===== src/rtl/ps2_pkg.sv =====
// Shared PS/2 definitions: transmitter FSM states, frame constants and the
// odd-parity helper also used by receiver-side checks.
package ps2_pkg;

   typedef enum logic [1:0] {
      IDLE = 2'd0,
      LOAD = 2'd1,
      BIT  = 2'd2,
      GAP  = 2'd3
   } ps2_state_e;

   localparam int   PS2_FRAME_BITS = 11;
   localparam logic PS2_START      = 1'b0;
   localparam logic PS2_STOP       = 1'b1;

   // Odd parity: data ones plus parity bit is always odd.
   function automatic logic ps2_odd_parity(input logic [7:0] d);
      return ~^d;
   endfunction

   // Wire order is bit 0 first: start, d[0..7], parity, stop.
   function automatic logic [PS2_FRAME_BITS-1:0] ps2_frame(input logic [7:0] d);
      return {PS2_STOP, ps2_odd_parity(d), d, PS2_START};
   endfunction

endpackage


===== src/rtl/ps2_tx_fifo.sv =====
// Byte FIFO feeding the PS/2 transmitter. Pushes while full and pops while
// empty are ignored; reset discards all contents.
module ps2_tx_fifo #(
   parameter int DEPTH = 8,
   parameter int WIDTH = 8
) (
   input  logic                     clk,
   input  logic                     rst_n,
   input  logic                     push_i,
   input  logic [WIDTH-1:0]         wdata_i,
   input  logic                     pop_i,
   output logic [WIDTH-1:0]         rdata_o,
   output logic                     full_o,
   output logic                     empty_o,
   output logic [$clog2(DEPTH):0]   count_o
);

   localparam int AW = $clog2(DEPTH);
   localparam logic [AW:0] FULL_CNT = (AW+1)'(DEPTH);

   logic [WIDTH-1:0] mem_q [DEPTH];
   logic [AW-1:0]    wr_ptr_q;
   logic [AW-1:0]    rd_ptr_q;
   logic [AW:0]      count_q;
   logic             push_ok;
   logic             pop_ok;

   assign full_o  = (count_q == FULL_CNT);
   assign empty_o = (count_q == '0);
   assign count_o = count_q;
   assign rdata_o = mem_q[rd_ptr_q];
   assign push_ok = push_i && !full_o;
   assign pop_ok  = pop_i && !empty_o;

   always_ff @(posedge clk) begin
      if (push_ok) begin
         mem_q[wr_ptr_q] <= wdata_i;
      end
   end

   always_ff @(posedge clk or negedge rst_n) begin
      if (!rst_n) begin
         wr_ptr_q <= '0;
         rd_ptr_q <= '0;
         count_q  <= '0;
      end else begin
         if (push_ok) begin
            wr_ptr_q <= wr_ptr_q + 1'b1;
         end
         if (pop_ok) begin
            rd_ptr_q <= rd_ptr_q + 1'b1;
         end
         case ({push_ok, pop_ok})
            2'b10:   count_q <= count_q + 1'b1;
            2'b01:   count_q <= count_q - 1'b1;
            default: count_q <= count_q;
         endcase
      end
   end

endmodule


===== src/rtl/ps2_sender.sv =====
// Device-side PS/2 transmitter: buffers scan-code bytes and serialises each
// into an 11-bit frame while generating ps2_clk itself.
//
// state | meaning
// IDLE  | lines high, waiting for a buffered byte
// LOAD  | pop FIFO, latch frame, drive start bit
// BIT   | one bit per period: CLK_HALF cycles clk high, CLK_HALF low
// GAP   | lines high for GAP_CYCLES after the stop bit
module ps2_sender
   import ps2_pkg::*;
#(
   parameter int CLK_HALF   = 50,
   parameter int GAP_CYCLES = 200,
   parameter int FIFO_DEPTH = 8
) (
   input  logic       clk,
   input  logic       resetn,
   input  logic [7:0] in_data,
   input  logic       in_valid,
   output logic       in_ready,
   output logic       ps2_clk,
   output logic       ps2_data,
   output logic       busy
);

   localparam int HW = $clog2(CLK_HALF);
   localparam int GW = $clog2(GAP_CYCLES + 1);
   localparam logic [HW-1:0] HALF_LOAD = HW'(CLK_HALF - 1);
   localparam logic [GW-1:0] GAP_LOAD  = GW'(GAP_CYCLES - 1);
   localparam logic [3:0]    LAST_IDX  = 4'(PS2_FRAME_BITS - 1);

   ps2_state_e                  state_q;
   logic [HW-1:0]               half_q;
   logic                        low_half_q;
   logic [3:0]                  idx_q;
   logic [GW-1:0]               gap_q;
   logic [PS2_FRAME_BITS-1:0]   shift_q;
   logic [PS2_FRAME_BITS-1:0]   frame_d;
   logic                        ps2_clk_q;
   logic                        ps2_data_q;

   logic                        fifo_full;
   logic                        fifo_empty;
   logic [7:0]                  fifo_rdata;
   logic [$clog2(FIFO_DEPTH):0] fifo_count;

   ps2_tx_fifo #(
      .DEPTH (FIFO_DEPTH),
      .WIDTH (8)
   ) u_fifo (
      .clk     (clk),
      .rst_n   (resetn),
      .push_i  (in_valid),
      .wdata_i (in_data),
      .pop_i   (state_q == LOAD),
      .rdata_o (fifo_rdata),
      .full_o  (fifo_full),
      .empty_o (fifo_empty),
      .count_o (fifo_count)
   );

   assign frame_d  = ps2_frame(fifo_rdata);
   assign in_ready = !fifo_full;
   assign busy     = (state_q != IDLE) || (fifo_count != '0);
   assign ps2_clk  = ps2_clk_q;
   assign ps2_data = ps2_data_q;

   always_ff @(posedge clk or negedge resetn) begin
      if (!resetn) begin
         state_q    <= IDLE;
         half_q     <= '0;
         low_half_q <= 1'b0;
         idx_q      <= '0;
         gap_q      <= '0;
         shift_q    <= '1;
         ps2_clk_q  <= 1'b1;
         ps2_data_q <= 1'b1;
      end else begin
         case (state_q)
            IDLE: begin
               if (!fifo_empty) begin
                  state_q <= LOAD;
               end
            end
            LOAD: begin
               // Bit 0 goes straight to the line; the rest waits in shift_q.
               ps2_data_q <= frame_d[0];
               shift_q    <= {1'b1, frame_d[PS2_FRAME_BITS-1:1]};
               ps2_clk_q  <= 1'b1;
               idx_q      <= '0;
               half_q     <= HALF_LOAD;
               low_half_q <= 1'b0;
               state_q    <= BIT;
            end
            BIT: begin
               if (half_q != '0) begin
                  half_q <= half_q - 1'b1;
               end else if (!low_half_q) begin
                  ps2_clk_q  <= 1'b0;
                  low_half_q <= 1'b1;
                  half_q     <= HALF_LOAD;
               end else if (idx_q == LAST_IDX) begin
                  ps2_clk_q  <= 1'b1;
                  ps2_data_q <= 1'b1;
                  gap_q      <= GAP_LOAD;
                  state_q    <= GAP;
               end else begin
                  // Data moves together with the rising clock edge only.
                  ps2_clk_q  <= 1'b1;
                  ps2_data_q <= shift_q[0];
                  shift_q    <= {1'b1, shift_q[PS2_FRAME_BITS-1:1]};
                  idx_q      <= idx_q + 1'b1;
                  low_half_q <= 1'b0;
                  half_q     <= HALF_LOAD;
               end
            end
            GAP: begin
               if (gap_q != '0) begin
                  gap_q <= gap_q - 1'b1;
               end else if (fifo_empty) begin
                  state_q <= IDLE;
               end else begin
                  state_q <= LOAD;
               end
            end
            default: state_q <= IDLE;
         endcase
      end
   end

endmodule

===== config.mk =====
export PLATFORM = sky130hd
export DESIGN_NAME = ps2_sender
export DESIGN_NICKNAME = d
export VERILOG_FILES = /design/src/rtl/ps2_pkg.sv /design/src/rtl/ps2_tx_fifo.sv /design/src/rtl/ps2_sender.sv
export SDC_FILE = /design/constraint.sdc
export NUM_CORES = 1
export LEC_CHECK = 0
export CORE_MARGIN = 3
export CORE_UTILIZATION = 31
export CTS_BUF_LIST = sky130_fd_sc_hd__clkbuf_8
export DETAILED_ROUTE_END_ITERATION = 10
export GPL_TIMING_DRIVEN = 0
export PLACE_DENSITY = 0.45
export SLEW_MARGIN = 30
export SYNTH_ARGS = -nofsm -noshare
export SYNTH_HDL_FRONTEND = slang
export SYNTH_SLANG_ARGS = --single-unit

===== constraint.sdc =====
create_clock -name clk -period 2.65 [get_ports clk]
set_clock_uncertainty 0.05 [all_clocks]
set_input_delay 0.795 -clock clk [delete_from_list [all_inputs] [get_ports clk]]
set_output_delay 0.795 -clock clk [all_outputs]
set_load 0.01 [all_outputs]

# Yosys cells after proc, flatten, opt, wreduce, memory -nomap -nowiden

Memories as Yosys holds them, arrays and structs flattened.
Index checks and enable logic that the tools add are counted.

Flip-flop bits (word level): 44
RAM bits: 64
Output and inout port bits: 4
Word-level logic and storage cells: 93
Memories kept: 1

Memory list:

| name         | depth | bits a word | rd ports | clocked after memory_dff | write ports | line              | text |
|---|---|---|---|---|---|---|---|
| u_fifo.mem_q | 8     | 8           | 1        | 0                        | 1           | ps2_tx_fifo.sv:21 | `logic [WIDTH-1:0] mem_q [DEPTH];` |

$add $sub $neg: 7
Equality and inequality tests: 15
Multiplexer cells: 38
Reduce and logical (&&, ||, !) cells: 21

Operator list:

| cell                                             | number |
|---|---|
| two-way mux 11 bit                               | 3 |
| two-way mux 8 bit                                | 4 |
| case mux 11 bit (2 select lines)                 | 1 |
| two-way mux 6 bit                                | 3 |
| case mux 4 bit (2 select lines)                  | 2 |
| case mux 8 bit (2 select lines)                  | 1 |
| != test 2 bit, second input constant             | 7 |
| two-way mux 4 bit                                | 3 |
| case mux 6 bit (2 select lines)                  | 1 |
| two-way mux 1 bit                                | 11 |
| two-way mux 2 bit                                | 5 |
| AND reduction 5 bit                              | 2 |
| adder 4 x 1 -> 4 bit, second input constant      | 2 |
| equality test 4 bit, second input constant       | 2 |
| case mux 2 bit (4 select lines)                  | 1 |
| nonzero test 2 bit                               | 4 |
| nonzero test 8 bit                               | 1 |
| XNOR reduction 8 bit                             | 1 |
| subtractor 8 x 1 -> 8 bit, second input constant | 1 |
| adder 3 x 1 -> 3 bit, second input constant      | 2 |
| equality test 2 bit, second input constant       | 3 |
| case mux 1 bit (2 select lines)                  | 3 |
| nonzero test 6 bit                               | 1 |
| subtractor 6 x 1 -> 6 bit, second input constant | 1 |
| other kinds (12)                                 | 16 |

# Depth between registers and ports, before layout

Gate-level depths: netlist of the first run.

Depth after elaboration: 5
Mapped depth: 11
Mapped depth without buffers: 10

# Cells and area by module

From an unflattened synthesis of the first run, not the netlist that was laid out.

Cell total of the unflattened synthesis: 378
Area, all modules: 5191.2 µm²

By module, submodules not included:

| module      | times used | cells an instance | area an instance (µm²) | sequential area each (µm²) |
|---|---|---|---|---|
| ps2_tx_fifo | 1          | 160               | 3134.3                 | 2172.1 |
| ps2_sender  | 1          | 218               | 2057.0                 | 814.5 |

# Worst setup path after synthesis of the first run

OpenSTA, ideal clock, no wires.

Path kind: flip-flop to flip-flop
Start: register u_fifo.count_q[1] (netlist: u_fifo.count_o[1])
End: register u_fifo.count_q[2] (netlist: u_fifo.count_o[2])
Library setup time: 0.126 ns
Arrival: 2.150 ns
Required time: 2.474 ns
Path slack: 0.324 ns
Cell stages (with the launch flop): 11
Period minus slack after synthesis: 2.326 ns
Cell sequence: dfrtp_1 -> clkbuf_1 -> nor4_1 -> nor2b_1 -> ha_1 -> xor2_1 -> ha_1 -> a21oi_1 -> xor2_1 -> nor2_1 -> xor2_1

Word-level cells in the longest chain between the ends: 5

RTL lines:

| what                                                                         | line              | text |
|---|---|---|
| from (decl)                                                                  | ps2_tx_fifo.sv:24 | `logic [AW:0] count_q;` |
| from (signal assigned)                                                       | ps2_tx_fifo.sv:54 | `2'b10: count_q <= count_q + 1'b1;` |
| from (signal assigned)                                                       | ps2_tx_fifo.sv:55 | `2'b01: count_q <= count_q - 1'b1;` |
| from (signal assigned)                                                       | ps2_tx_fifo.sv:56 | `default: count_q <= count_q;` |
| zero test 4 bit *                                                            | ps2_tx_fifo.sv:29 | `assign empty_o = (count_q == '0);` |
| zero test 1 bit *                                                            | ps2_tx_fifo.sv:33 | `assign pop_ok = pop_i && !empty_o;` |
| logical AND 1 bit *                                                          | ps2_tx_fifo.sv:33 |  |
| net u_fifo.pop_ok                                                            | ps2_tx_fifo.sv:26 | `logic pop_ok;` |
| equality test 2 x 1 -> 1 bit / equality test 2 bit (equally long branches)   | ps2_tx_fifo.sv:53 | `case ({push_ok, pop_ok})` |
| case mux 4 bit (2 select lines) / nonzero test 2 bit (equally long branches) | --                |  |

The timed path passes the listed nets; every way through them passes the cells marked *.
A chain may end at the register's enable or synchronous reset.

# Final worst setup path of the first run

Start: input in_valid
End: memory u_fifo.mem_q[6][0], enable pin

Word-level cells in the longest chain between the ends: 3

RTL lines:

| what                                    | line              | text |
|---|---|---|
| from (decl)                             | ps2_sender.sv:19  | `input logic in_valid,` |
| logical AND 1 bit                       | ps2_tx_fifo.sv:32 | `assign push_ok = push_i && !full_o;` |
| two-way mux 1 bit                       | ps2_tx_fifo.sv:36 | `if (push_ok) begin` |
| two-way mux 1 bit (implied by the code) | ps2_tx_fifo.sv:37 | `mem_q[wr_ptr_q] <= wdata_i;` |
| to (decl)                               | ps2_tx_fifo.sv:21 |  |

No other way between the ends.

==> run metrics, run 1 <==
status=completed; Max H-tree Level=3; Avg Cell Area, Syn=13.61 µm²; synthesis warning total=0; Netlist cell types=48; maximum vdd ir drop=0.4615 mV; area of the multi-input gates=1805 µm²; synth top area cells=edfxtp_1 (39%), dfrtp_1 (16%), mux4_2 (6.0%), dfstp_2 (5.9%), ha_1 (4.1%); Synth-to-Final Area Change=13.27%; Initial Util=0.3182; Post-synth top flop=edfxtp_1; startpoint class of the critical path=primary input; first-pass GRT wire length=15.39 mm; Detailed Routing Iterations Pass 1=4; #FFs+latches synth=106; Via density=4.614; row count=45; via count=2764; Post-synth ARST share=0.3962; CP required=2.62 ns; number of synthesized flops with an enable pin=64; arrival time worst endpoint=2.45 ns; Syn Nets=385; vias in the first global route=2842; Syn Inst Count=358; top-count cell post-synth=edfxtp_1; Total Die Area=17260 µm²; top cells by count, synth=edfxtp_1 (64), nand2_1 (38), nor2_1 (34), dfrtp_1 (31), o21ai_1 (19); worst hold path type=primary input to async pin; routed wire length=9.266 mm; maximum clock path buffer count=2; final hold viol count=0; Final #Nets=412; clock slew at reported path FFs=0.10 ns; buffers added on ports=14; gr usage total=0.1157; max-cap viol count=0; post-synth top area share=0.3944; Antenna diodes=0; Pwr Density=1163 nW/µm²; RSZ-0062 raised after global routing=no; RD Place Congestion=0.7476; area leader, netlist=edfxtp_1; Max Freq=0.4030 GHz; register area=2989 µm²; 1st-iter DRT viols=111; CTS root buffer=clkbuf_8; Num CTS Buffers=9; fin crit share=0.9363; grt ovf=0; Slew Limit Fails=0; cell count after placement=585; die height=131.4 µm; layout cells sized above 1=0.1701; slew margin rel.=0.4040; CTS Sinks=106; TritonCTS clock tree=done; Pleak=2.000 nW; num ports=15; clk_lat worst skew=0.38 ns; initial antenna violation count=0; Core ar.=15310 µm²; Final Non-Filler Cells=599; Setup Total Neg Slack=0 ns; synthesized cell area=4873 µm²; Crit Path Class=primary input to flip-flop; Post-DRT Antenna Nets=0; Setup violations, final=0; die width=131.4 µm; worst-margin pin slew=0.8907 ns; CP Capture Type=flip-flop; sequential area share after synthesis=0.6128; largest net degree at the start of global routing=43; post-DP HPWL=6.197 mm; clock period minus final worst setup slack=2.481 ns; fillers=1513; top fanout value on the critical path=8; # DRC=0; routed length per instance=15.47 µm
==> sequential cells by signal, indices dropped and copies added (netlist names) <==
name             cells
gap_q                8
half_q               6
idx_q                4
low_half_q           1
ps2_clk              1
ps2_data             1
shift_q              9
state_q              2
u_fifo.count_o       4
u_fifo.mem_q        64
u_fifo.rd_ptr_q      3
u_fifo.wr_ptr_q      3
==> placed cells by master (no fill, tap or decap), drive strengths merged, types with 3 or more instances in the layout <==
cell type / count
xor2: 10
mux2: 4
o31ai: 6
dfstp: 11
nand3: 9
ha: 16
clkbuf: 14
buf: 9
dfrtp: 31
clkdlybuf4s50: 11
nor2: 34
o21ai: 24
a21oi: 15
xnor2: 10
nor3: 9
nand2b: 5
mux4: 16
nand4: 3
nor2b: 3
nand2: 38
mux2i: 9
inv: 11
edfxtp: 64
==> layer usage <==
metal | part of all wire | GRT usage
met1 | 0.49 | 0.1540
met3 | 0.034 | 0.04096
met2 | 0.46 | 0.1829
met4 | 0.010 | 0.02625
met5 | 0 | 0
==> per-stage QoR <==
step	utilization	setup slack [ns]	hold slack, ns	instance area (µm²)	total power [mW]
after floorplan	-	0.3244	0.3936	4873	4.783
after global placement	0.3446	-0.8310	0.4058	5278	5.438
after detailed placement	0.3461	-0.3742	0.4068	5300	5.492
after CTS	0.3592	0.01848	0.3484	5502	6.521
after global routing	0.3605	0.03139	0.3571	5520	6.969
final	0.3605	0.1687	0.3445	5520	6.422
==> cells by family after synthesis <==
| kind of cell | Yosys count | synth area share |
|---|---|---|
| AND/OR/NAND/NOR | 111 | 0.1032 |
| AO/OA/AOI/OAI | 55 | 0.06727 |
| flip-flops | 106 | 0.6128 |
| buffers and inverters | 21 | 0.02490 |
| adder cells (fa/ha/maj) | 16 | 0.04108 |
| XOR/XNOR | 20 | 0.03748 |
| multiplexers | 29 | 0.1132 |
==> worst max-delay path: stages <==
cell	delay [ns]
clkdlybuf4s50_1	0.51
nand2_1	0.15
or2_1	0.33
nor2_1	0.66
==> what timing repair did <==
| item | CTS | global route |
|---|---|---|
| pin swaps | 1 | 0 |
| setup buffers | 1 | 0 |
| endpoints found under the setup margin | 3 | 3 |
| hold buffers | 0 | 0 |
| resized for setup | 4 | 4 |
==> power by group <==
group	switching, mW	internal [mW]	total, mW
logic	1.57	1.31	2.88
clock network	0.560	0.427	0.987
registers	0.312	2.25	2.56
==> final cells by class <==
class,instances,area share
sequential,106,0.5415
multi-input combinational,231,0.3271
tap,211,0.04782
timing repair buffer,17,0.02924
clock buffer,9,0.02244
buffer,10,0.01451
clock inverter,5,0.01065
inverter,10,0.006800
==> path summary, 6_finish.rpt <==
kind                            startpoint                  to  slack (ns)  cells after the start
worst max-delay path              in_valid  u_fifo.mem_q[6][0]        0.17                      4
worst min-delay path                resetn  u_fifo.wr_ptr_q[0]        0.34                      1
worst max register to register  state_q[1]   u_fifo.count_o[2]        0.30                     10
worst min register to register  shift_q[7]          shift_q[7]        0.42                      2
max in group asynchronous           resetn   u_fifo.count_o[0]        1.81                      1
min in group clk                shift_q[7]          shift_q[7]        0.42                      2
Power figures use the tool's default switching activity.
==> run 2, diff against run 1 <==
--- a/config.mk
+++ b/config.mk
@@ -10,7 +10,7 @@
 export CTS_BUF_LIST = sky130_fd_sc_hd__clkbuf_8
 export DETAILED_ROUTE_END_ITERATION = 10
 export GPL_TIMING_DRIVEN = 0
-export PLACE_DENSITY = 0.45
+export PLACE_DENSITY = 0.47
 export SLEW_MARGIN = 30
 export SYNTH_ARGS = -nofsm -noshare
 export SYNTH_HDL_FRONTEND = slang
==> constraint.sdc (replaced) <==
create_clock -name clk -period 2.14 [get_ports clk]
set_clock_uncertainty 0.05 [all_clocks]
set_input_delay 0.642 -clock clk [delete_from_list [all_inputs] [get_ports clk]]
set_output_delay 0.642 -clock clk [all_outputs]
set_load 0.01 [all_outputs]
==> run 2 against run 1 <==
Net effect:
- the flow now finishes with violations (setup timing)
- routed wire length increased by 5.1%
- die area is the same
- worst hold slack lost 0.15 ns
- cell area up 8.8%
- combinational power rose by 53%
- global-route usage is 0.093 points lower
- flip-flop and latch count is the same
- core utilization increased by 3.2 points
- critical path type is now flip-flop to flip-flop
- critical endpoint is now shift_q[8]
==> run metrics, run 2 (synthesis results as in run 1) <==
Antenna diodes=0 (unchanged); biggest regs=u_fifo.mem_q x64, shift_q x9, gap_q x8; CTS Sinks=106 (unchanged); initial antenna violation count=0 (unchanged); status=finished with violations; Slew Limit Fails=0 (unchanged); die height=131.4 µm (unchanged); CP required=2.39 ns (-0.23 ns); top fanout value on the critical path=5 (-3); Setup WS post-layout=-0.05592 ns (-0.2247 ns); RSZ-0062 raised after global routing=yes; vias in the first global route=2930 (+3.1%); buffers added on ports=14 (unchanged); Setup Total Neg Slack=-0.05592 ns (-0.05592 ns); Pleak=2.214 nW (+11%); max-cap viol count=0 (unchanged); grt ovf=0 (unchanged); total power=8.972 mW (+40%); Core ar.=15310 µm² (unchanged); Num CTS Buffers=9 (unchanged); max reg flops=64 (unchanged); post-DP HPWL=6.046 mm (-2.4%); arrival time worst endpoint=2.44 ns (about the same); largest net degree at the start of global routing=43 (unchanged); clk_lat worst skew=0.38 ns (about the same); violated checks=setup timing; Via density=4.709 (+2.0%); row count=45 (unchanged); maximum vdd ir drop=0.5487 mV (+19%); CTS root buffer=clkbuf_8; die width=131.4 µm (unchanged); Total Die Area=17260 µm² (unchanged); slew margin rel.=0.5954 (+0.1913); most frequent cells in the layout=edfxtp_1 (64), nand2_1 (36), buf_4 (29); R2R cell count=8 (-2); routed length per instance=15.50 µm (+0.22%); worst-margin pin slew=0.6063 ns (-0.2843 ns); layout cells sized above 1=0.3046 (+0.1345); Initial Util=0.3182 (unchanged); RD Place Congestion=0.7814 (+4.5%); Max Freq=0.4554 GHz; WHS=0.1985 ns (-0.1461 ns); gr usage total=0.1147 (-0.0009319); maximum clock path buffer count=2 (unchanged); CP Capture Type=flip-flop; fin crit share=1.026; Pwr Density=1494 nW/µm² (+28%); 1st-iter DRT viols=122 (+9.9%); hold buffer count at cts=0 (unchanged); Post-DRT Antenna Nets=0 (unchanged); TritonCTS clock tree=done; worst hold path type=primary input to async pin; via count=2957 (+7.0%); first-pass GRT wire length=15.67 mm (+1.8%); num ports=15 (unchanged); Final #Nets=439 (+6.6%); Synth-to-Final Area Change=23.26%; # DRC=0 (unchanged); clock period minus final worst setup slack=2.196 ns; commonest non-fill, non-tap cell in the layout=edfxtp_1; largest register by flop count=u_fifo.mem_q; startpoint class of the critical path=flip-flop; Setup violations, final=1 (+1); final hold viol count=0 (unchanged); routed wire length=9.736 mm (+5.1%); Max H-tree Level=3 (unchanged); Crit Path Class=flip-flop to flip-flop; clock slew at reported path FFs=0.11 ns (about the same); Detailed Routing Iterations Pass 1=4 (unchanged)
==> run 2: cell type report <==
| class | instances | area [µm²] |
|---|---|---|
| buffer | 10 | 95.09 |
| clock buffer | 9 | 123.9 |
| clock inverter | 7 | 100.1 |
| fill | 1477 | 9308 |
| inverter | 10 | 37.54 |
| multi-input combinational | 231 | 1991 |
| sequential | 106 | 2992 |
| tap | 211 | 264.0 |
| timing repair buffer | 44 | 404.1 |
==> run 2: path summary, 6_finish.rpt <==
kind                                     from                end  slack [ns]
min                                    resetn           gap_q[6]        0.20
max reg2reg                u_fifo.rd_ptr_q[0]         shift_q[8]       -0.06
min in group clk                   shift_q[2]         shift_q[2]        0.42
min reg2reg                        shift_q[2]         shift_q[2]        0.42
max                        u_fifo.rd_ptr_q[0]         shift_q[8]       -0.06
max in group asynchronous              resetn  u_fifo.count_o[2]        1.45
==> run 2: repair_timing <==
action                     in CTS  in global routing
setup endpoints to repair      78                 56
resized for setup              38                 28
pin swaps                       6                 13
setup buffers                  11                 17
cloned                          0                  2
==> run 2: stage by stage <==
stage	instances	util	setup slack (ns)	instance area (µm²)
after floorplan	358	-	-0.05339	4885
after global placement	583	0.3453	-0.8902	5289
after detailed placement	584	0.3460	-0.7301	5299
after CTS	610	0.3735	-0.1012	5720
after global routing	628	0.3922	-0.1835	6007
final	628	0.3922	-0.05592	6007
==> run 2: report_power, final <==
group	switching [mW]	total (mW)	internal, mW
Sequential	0.406	3.19	2.78
Combinational	2.25	4.40	2.15
Clock	0.797	1.38	0.587
==> run 2: worst max-delay path, cell delays in order, from the launching register on <==
cell and delay (ns):
dfrtp_2 0.45, buf_12 0.14, buf_12 0.12, mux4_2 0.53, mux2i_4 0.23, xnor2_2 0.14, xnor2_1 0.15, xnor2_1 0.17
a31oi_1 0.11
==> run 2: routing by layer <==
metal / vias to the layer above / wire, µm / GRT usage
met2: 29 / 4745 / 0.1907
met1: 1497 / 4630 / 0.1509
met4: 0 / 115 / 0.02975
li1: 1421 / - / -
met3: 10 / 244 / 0.02871
met5: - / 0 / 0
